===== config.mk =====
export PLATFORM = sky130hd
export DESIGN_NAME = microwave_timer
export DESIGN_NICKNAME = d
export VERILOG_FILES = /design/src/rtl/microwave_timer.sv
export SDC_FILE = /design/constraint.sdc
export NUM_CORES = 1
export LEC_CHECK = 0
export ABC_AREA = 1
export BUFFER_PORTS_ARGS = -buffer_cell sky130_fd_sc_hd__buf_2
export CELL_PAD_IN_SITES_DETAIL_PLACEMENT = 0
export CELL_PAD_IN_SITES_GLOBAL_PLACEMENT = 1
export CORE_ASPECT_RATIO = 0.75
export CORE_UTILIZATION = 40
export DETAILED_ROUTE_END_ITERATION = 10
export GPL_ROUTABILITY_DRIVEN = 0
export GPL_TIMING_DRIVEN = 0
export PLACE_DENSITY = 0.87
export SETUP_SLACK_MARGIN = 0.5
export SYNTH_ARGS = -nofsm -noshare
export SYNTH_HDL_FRONTEND = slang
export SYNTH_SLANG_ARGS = --single-unit

===== constraint.sdc =====
create_clock -name clk_i -period 2.4 [get_ports clk_i]
set_input_delay 0.12 -clock clk_i [delete_from_list [all_inputs] [get_ports clk_i]]
set_output_delay 0.12 -clock clk_i [all_outputs]
set_load 0.03 [all_outputs]

===== src/rtl/microwave_timer.sv =====
// Microwave countdown timer: keypad m:ss BCD entry, per-second countdown, start/stop/door interlock.
// Latency: all outputs registered; a control strobe sampled at edge N is visible right after edge N.
// Backpressure: none; strobes are one-cycle events, and any strobe not legal in the current state is dropped.
module microwave_timer #(
  parameter int TICKS_PER_SEC = 100
) (
  input  logic       clk_i,
  input  logic       reset_i,
  input  logic       digit_valid_i,
  input  logic [3:0] digit_i,
  input  logic       start_i,
  input  logic       stop_i,
  input  logic       door_open_i,
  output logic [3:0] sec_ones_o,
  output logic [3:0] sec_tens_o,
  output logic [3:0] min_o,
  output logic       running_o,
  output logic       done_o
);

  // The prescaler needs to hold values 0..TICKS_PER_SEC-1.
  localparam int PW = (TICKS_PER_SEC > 2) ? $clog2(TICKS_PER_SEC) : 1;
  localparam logic [PW-1:0] PRESC_TERM = PW'(TICKS_PER_SEC - 1);

  typedef enum logic [1:0] {
    ST_IDLE  = 2'd0,
    ST_RUN   = 2'd1,
    ST_PAUSE = 2'd2,
    ST_DONE  = 2'd3
  } state_t;

  state_t          state_q, state_d;
  logic [3:0]      sec_ones_q, sec_ones_d;
  logic [3:0]      sec_tens_q, sec_tens_d;
  logic [3:0]      min_q, min_d;
  logic [PW-1:0]   presc_q, presc_d;
  logic            running_q, running_d;
  logic            done_q, done_d;

  // Decoded helpers shared by the next-state logic.
  logic            value_zero;
  logic            digit_ok;
  logic            dec_hits_zero;
  logic [3:0]      dec_ones, dec_tens, dec_min;

  // Condition terms: zero test, digit acceptance, and the one-second borrow chain.
  always_comb begin
    value_zero    = (min_q == 4'd0) && (sec_tens_q == 4'd0) && (sec_ones_q == 4'd0);
    // Shifting a units digit above 5 into the tens place would make an illegal
    // seconds value, so such a shift is refused outright.
    digit_ok      = (digit_i <= 4'd9) && (sec_ones_q <= 4'd5);
    // The decrement lands on 0:00 exactly when the current value is 0:01.
    dec_hits_zero = (min_q == 4'd0) && (sec_tens_q == 4'd0) && (sec_ones_q == 4'd1);

    dec_ones = sec_ones_q;
    dec_tens = sec_tens_q;
    dec_min  = min_q;
    if (sec_ones_q != 4'd0) begin
      dec_ones = sec_ones_q - 4'd1;
    end else begin
      dec_ones = 4'd9;
      if (sec_tens_q != 4'd0) begin
        dec_tens = sec_tens_q - 4'd1;
      end else begin
        dec_tens = 4'd5;
        dec_min  = min_q - 4'd1;
      end
    end
  end

  // State and datapath registers; reset wins over every other input.
  always_ff @(posedge clk_i) begin
    if (reset_i) begin
      state_q    <= ST_IDLE;
      sec_ones_q <= 4'd0;
      sec_tens_q <= 4'd0;
      min_q      <= 4'd0;
      presc_q    <= '0;
      running_q  <= 1'b0;
      done_q     <= 1'b0;
    end else begin
      state_q    <= state_d;
      sec_ones_q <= sec_ones_d;
      sec_tens_q <= sec_tens_d;
      min_q      <= min_d;
      presc_q    <= presc_d;
      running_q  <= running_d;
      done_q     <= done_d;
    end
  end

  // Next-state and datapath update; priority is door_open > stop > start > digit_valid.
  always_comb begin
    state_d    = state_q;
    sec_ones_d = sec_ones_q;
    sec_tens_d = sec_tens_q;
    min_d      = min_q;
    presc_d    = presc_q;

    case (state_q)
      ST_IDLE: begin
        // Stop has nothing to cancel here but still outranks start and digits.
        if (!stop_i) begin
          if (start_i) begin
            // An illegal start (door open or nothing to count) is simply dropped.
            if (!door_open_i && !value_zero) begin
              state_d = ST_RUN;
              presc_d = '0;
            end
          end else if (digit_valid_i && digit_ok) begin
            min_d      = sec_tens_q;
            sec_tens_d = sec_ones_q;
            sec_ones_d = digit_i;
          end
        end
      end

      ST_RUN: begin
        if (door_open_i || stop_i) begin
          // Prescaler is left untouched so a resume finishes the partial second.
          state_d = ST_PAUSE;
        end else if (presc_q == PRESC_TERM) begin
          presc_d    = '0;
          sec_ones_d = dec_ones;
          sec_tens_d = dec_tens;
          min_d      = dec_min;
          if (dec_hits_zero) begin
            state_d = ST_DONE;
          end
        end else begin
          presc_d = presc_q + 1'b1;
        end
      end

      ST_PAUSE: begin
        // With the door open nothing leaves PAUSE, not even a cancel.
        if (!door_open_i) begin
          if (stop_i) begin
            state_d    = ST_IDLE;
            sec_ones_d = 4'd0;
            sec_tens_d = 4'd0;
            min_d      = 4'd0;
            presc_d    = '0;
          end else if (start_i) begin
            state_d = ST_RUN;
          end
        end
      end

      ST_DONE: begin
        // Any key acknowledges completion; a digit used for this is not entered.
        if (start_i || stop_i || digit_valid_i) begin
          state_d = ST_IDLE;
        end
      end

      default: begin
        state_d = ST_IDLE;
      end
    endcase
  end

  // Output decode from the upcoming state, so the flags register in step with it.
  always_comb begin
    running_d = (state_d == ST_RUN);
    done_d    = (state_d == ST_DONE);
  end

  assign sec_ones_o = sec_ones_q;
  assign sec_tens_o = sec_tens_q;
  assign min_o      = min_q;
  assign running_o  = running_q;
  assign done_o     = done_q;

endmodule

; Word level (Yosys, flattened, before mapping)
; Index checks and enable logic that the tools add are counted.
[classes]
div = 0
add_sub_neg = 4
muxes = 44
bitwise = 0
n_eq_ne = 18
shifts = 0
n_lt_le_gt_ge = 2
n_reduce_logical = 22
n_mul = 0
[ops]
columns = cell, count
row1 = two-way mux 4 bit, 22
row2 = two-way mux 7 bit, 7
row3 = one-hot mux 4 bit (3 select lines), 3
row4 = != test 2 bit (second input constant), 11
row5 = one-hot mux 7 bit (3 select lines), 1
row6 = two-way mux 2 bit, 10
row7 = logical NOT 4 bit, 3
row8 = subtractor 4 x 1 -> 4 bit (second input constant), 3
row9 = AND reduction 10 bit, 1
row10 = AND reduction 9 bit, 1
row11 = one-hot mux 2 bit (4 select lines), 1
row12 = AND reduction 8 bit, 1
row13 = nonzero test 4 bit, 2
row14 = adder 7 x 1 -> 7 bit (second input constant), 1
row15 = == test 7 bit (second input constant), 1
row16 = AND reduction 7 bit, 1
row17 = == test 2 bit (second input constant), 3
row18 = logical AND 1 bit, 6
row19 = == test 2 x 1 -> 1 bit (second input constant), 2
row20 = == test 4 x 1 -> 1 bit (second input constant), 1
row21 = <= comparator 4 x 3 -> 1 bit (second input constant), 1
row22 = <= comparator 4 bit (second input constant), 1
row23 = logical OR 1 bit, 3
row24 = nonzero test 3 bit, 1
row25 = other kinds (2), 3
[word_totals]
latchBits = 0
n_memories = 0
out_inout_bits = 14
mem_bits_ro = 0
input_bits = 10
elab_cells = 97
ram_bits = 0
ff_bits = 23

; Longest topological paths before layout
[logic_depth]
ltp_word = 10
ltp_mapped = 11
mapped_depth_nobuf = 11

; Worst setup path after synthesis
; No wires, ideal clock.
[synth_path]
kind = register to register
from = reg sec_ones_q[0], in the netlist sec_ones_o[0]
to = reg sec_tens_q[1], in the netlist sec_tens_o[1]
setup_time_ps = 131
n_path_buf = 0
t_required_ps = 2269
arrival_time_ps = 1626
path_stages_with_launch = 11
path_slack_ps = 643
period_less_slack_ps = 1757
path_cell_list = dfxtp_1 > inv_1 > ha_1 > nor2_1 > nand2_1 > nand3_1 > nand2_1 > nand3_4 > clkinv_2 > nand2_1 > a21oi_2
[synth_between]
elab_chain_cells = 5
elab_cells_between_ends = 7
cone_classes = order compare: 1 / eq/ne: 2 / reduce/logical: 4
[synth_lines]
columns = item, line_no
row1 = "start, declared", 33  ; logic [3:0] sec_ones_q, sec_ones_d;
row2 = "start signal, assigned", 83  ; sec_ones_q <= sec_ones_d;
row3 = <= comparator 4 x 3 -> 1 bit, 51  ; digit_ok = (digit_i <= 4'd9) && (sec_ones_q <= 4'd5);
row4 = logical AND 1 bit, 51
row5 = logical AND 1 bit, 110  ; end else if (digit_valid_i && digit_ok) begin
row6 = != test 2 bit (no line), n/a
row7 = AND reduction 9 bit (no line) *, n/a
row8 = "end signal, assigned", 84  ; sec_tens_q <= sec_tens_d;
row9 = "end, declared", 34  ; logic [3:0] sec_tens_q, sec_tens_d;
; Every way passes the cells marked *; elsewhere a longest branch is shown, timed or not.
; A chain may end at the register's enable or synchronous reset.

; Worst setup path after layout
[layout_path]
from = reg state_q[0]
to = reg sec_ones_q[2], in the netlist sec_ones_o[2]
[layout_between]
elab_chain_cells = 3
elab_cells_between_ends = 13
cone_classes = eq/ne: 9 / mux: 1 / reduce/logical: 3
[layout_lines]
columns = item, line_no
row1 = "start, declared", 32  ; state_t state_q, state_d;
row2 = "start signal, assigned", 82  ; state_q <= state_d;
row3 = "== test 2 x 1 -> 1 bit, or another cell as far along", 100  ; case (state_q)
row4 = != test 2 bit (no line) / nonzero test 3 bit (equally long branches), n/a
row5 = AND reduction 8 bit (no line), n/a
; Several ways; a longest one is shown, not always the timed one.

==> results.yml <==
drt:
  viasPerCell: 4.87
  drt_iter0_drc: 87
  post-route-drc-count: 0
  first_pass_iters: 4
  ant_nets: 0
  wl_per_cell_um: 11.4
  num_vias: 1632
  drt_wl_total_um: 3820
setup_path:
  path_depth: 8
  required_ps: 2570
  rr_startpoint: "state_q[0]"
  crit_chain: "inv_1, ha_1, a21oi_1, nand3_2, nor2_8, nand2_2, o21ai_0, a21oi_1"
  crit_buf_inv: 1
  reg2regPathDepth: 8
  cpPeakStageDelay_ps: 400
  cpLargestDelayFamily: "simple AND/OR/NAND/NOR gates"
  reg2reg_to: "sec_ones_o[2]"
  arrival_ps: 1950
  startpoint_type: "flop"
  crit_top_cell: "a21oi_1"
  worst-path-max-fanout: 7
  regToRegSetupSlack_ps: 620
  crit_type: "reg2reg"
  slowest_stage: "dfxtp_2"
  crit_path_end_kind: "flop"
global_routing:
  overflow: 0
  antenna_found_initial: 0
  grt_pass1_wl_um: 6510
  grt.total_usage_pct: 18.8
  grt_max_degree: 13
  grt_pass1_vias: 1378
yosys:
  synthDistinctLibCells: 33
  synth_area_per_cell_sq_um: 6.44
  ys_ff_latch: 23
  synthXorXnorAreaFrac_pct: 2.66
  synthFlopType: "dfxtp_1"
  async_reset_ff_share_pct: 0
  synth_mux_area_share_pct: 0
  syn-cell-area_sq_mm: 0.00165
  synthCells: 256
  synthSimpleGateAreaFrac_pct: 38.3
  synth_edf_count: 0
  synth_fa_ha_area_share_pct: 7.59
  synth_compound_area_share_pct: 13.5
  yosysSeqAreaShare_pct: 27.9
  synth_top_family_by_area: "simple AND/OR/NAND/NOR gates"
  yosysWarnings: 0
  synth_nets: 276
worst_hold_path:
  hold_class: "in2reg"
  whs_path_depth: 4
  worstHoldStart: "reset_i"
  hold_end: "sec_ones_o[2]"
cts:
  cts_max_level: 1
  cts_tree: "built"
  holdBufCountCts: 0
  cts_root_buf: "clkbuf_8"
  cts_buffers: 3
  clock_sinks: 23
  insertion_delay_ps: 270
  clk_path_buf_depth: 2
  clk_pin_slew_worst_paths_ps: 90
layout:
  nets: 304
  n_antenna_cell: 0
  layout_common_cells: "nand2_1 (72), inv_1 (34), nor2_1 (24), buf_2 (24), dfxtp_1 (21)"
  final_common_cell: "nand2_1"
  syn_to_final_growth_pct: 15.2
  seqCellArea_sq_um: 463
  drive_gt1_share_pct: 18.7
  multi_input_area_sq_mm: 0.00104
  fill_cells: 414
sta:
  finalSetupViolCount: 0
  worst_pin_slew_ps: 516
  timing.fmax_mhz: 563
  report.final.slew_viol_count: 0
  period_needed_ps: 1780
  setup_ws_ps: 624
  maxSlewHeadroom_pct: 65.6
  skew_ps: 6.97
  finalCritPeriodShare_pct: 74.0
  rsz0062_at_grt: "no"
  fin_tns_setup_ps: 0
  hold_viol_final: 0
floorplanning:
  core_area_sq_mm: 0.00380
  die_w_um: 76.1
  start_util_pct: 43.3
  ioPinCount: 24
  die-area_sq_mm: 0.00438
  rows: 19
  fp.dieH_um: 57.6
power_and_ir_drop:
  ir_worst_vdd_v: 0.000538
  leakagePower_nw: 0.939
  power_density_mw_per_mm2: 1080
placement:
  place_ws_ps: 417
  dp_hpwl_um: 2940
  portBuffers: 23
flow_run:
  cap_viol_max_count: 0
run_status:
  status: "finished, final reports clean"
[timing repair]
action | CTS | global route
setup buffers | 0 | 0
gates resized for setup | 2 | 10
endpoints found under the setup margin | 19 | 18
pin swaps | 0 | 1
[cells in the mapped netlist (2+ instances only)]
library cell,number,area [sq um]
nor4_1,2,12.5
o22ai_1,5,31.3
inv_2,4,15.0
inv_1,35,131
xnor2_1,2,17.5
dfxtp_1,23,460
o21ai_0,11,55.1
nor3_1,4,20.0
nand3_1,17,85.1
nor2_1,26,97.6
ha_1,10,125
a21oi_2,3,26.3
nand3_2,2,20.0
nand2_2,2,12.5
nand2_1,73,274
xor2_1,3,26.3
nand4_1,4,25.0
a21oi_1,15,75.1
[worst max path at each step]
stage | from | end | slack [ps]
detailed placement | state_q[0] | presc_q[6] | 420
CTS | state_q[1] | sec_ones_o[1] | 580
finish | state_q[0] | sec_ones_o[2] | 620
global route | state_q[0] | min_o[3] | 500
floorplan | sec_ones_o[0] | sec_tens_o[1] | 640
global placement | state_q[0] | sec_ones_o[2] | 440
[worst register-to-register path: stages (launching register included)]
cell and delay, ps:
dfxtp_2 400, inv_1 90, ha_1 260, a21oi_1 200, nand3_2 170, nor2_8 190
nand2_2 120, o21ai_0 180, a21oi_1 60
[state kept, by name, indices dropped and copies added, names as in the netlist]
| signal | flops |
|---|---|
| sec_tens_o | 4 |
| done_o | 1 |
| running_o | 1 |
| presc_q | 7 |
| state_q | 2 |
| min_o | 4 |
| sec_ones_o | 4 |
[area by class of cell]
cell class	instances	share of cell area, %
well taps	52	3.43
inverters	40	8.11
multi-input cells	190	54.9
plain buffers	3	0.725
flip-flops and latches	23	24.4
repair buffers	23	6.06
clock buffers	4	2.37
[metrics by stage]
step                      cell area (sq um)  std cells  total power, W  utilization (%)  hold slack, ps
after floorplan                        1650        256         0.00150                -             287
after global placement                 1830        331         0.00177             48.1             419
after CTS                              1880        335         0.00203             49.4             118
final                                  1900        335         0.00206             49.9             126
after global routing                   1900        335         0.00224             49.9             137
after detailed placement               1830        331         0.00177             48.1             417
[metal layers]
metal | vias up | track usage [%] | part of all wire [%]
met4 | 0 | 4.12 | 0.89
met5 | - | 0 | 0
met2 | 33 | 27.1 | 39
met3 | 4 | 4.32 | 4.3
li1 | 879 | - | -
met1 | 716 | 28.1 | 55
[cells by family after synthesis]
| family | Yosys count |
|---|---|
| AOI/OAI and AO/OA | 39 |
| buffers and inverters | 43 |
| and+or+nand+nor | 136 |
| DFF | 23 |
| adders and majority gates | 10 |
| xor gates and xnor gates | 5 |
[power breakdown]
part           internal, W  switching (W)
logic             0.000401       0.000830
registers         0.000474       0.000102
clock network     0.000119       0.000133
No activity file was read; power rests on OpenSTA's default activity.
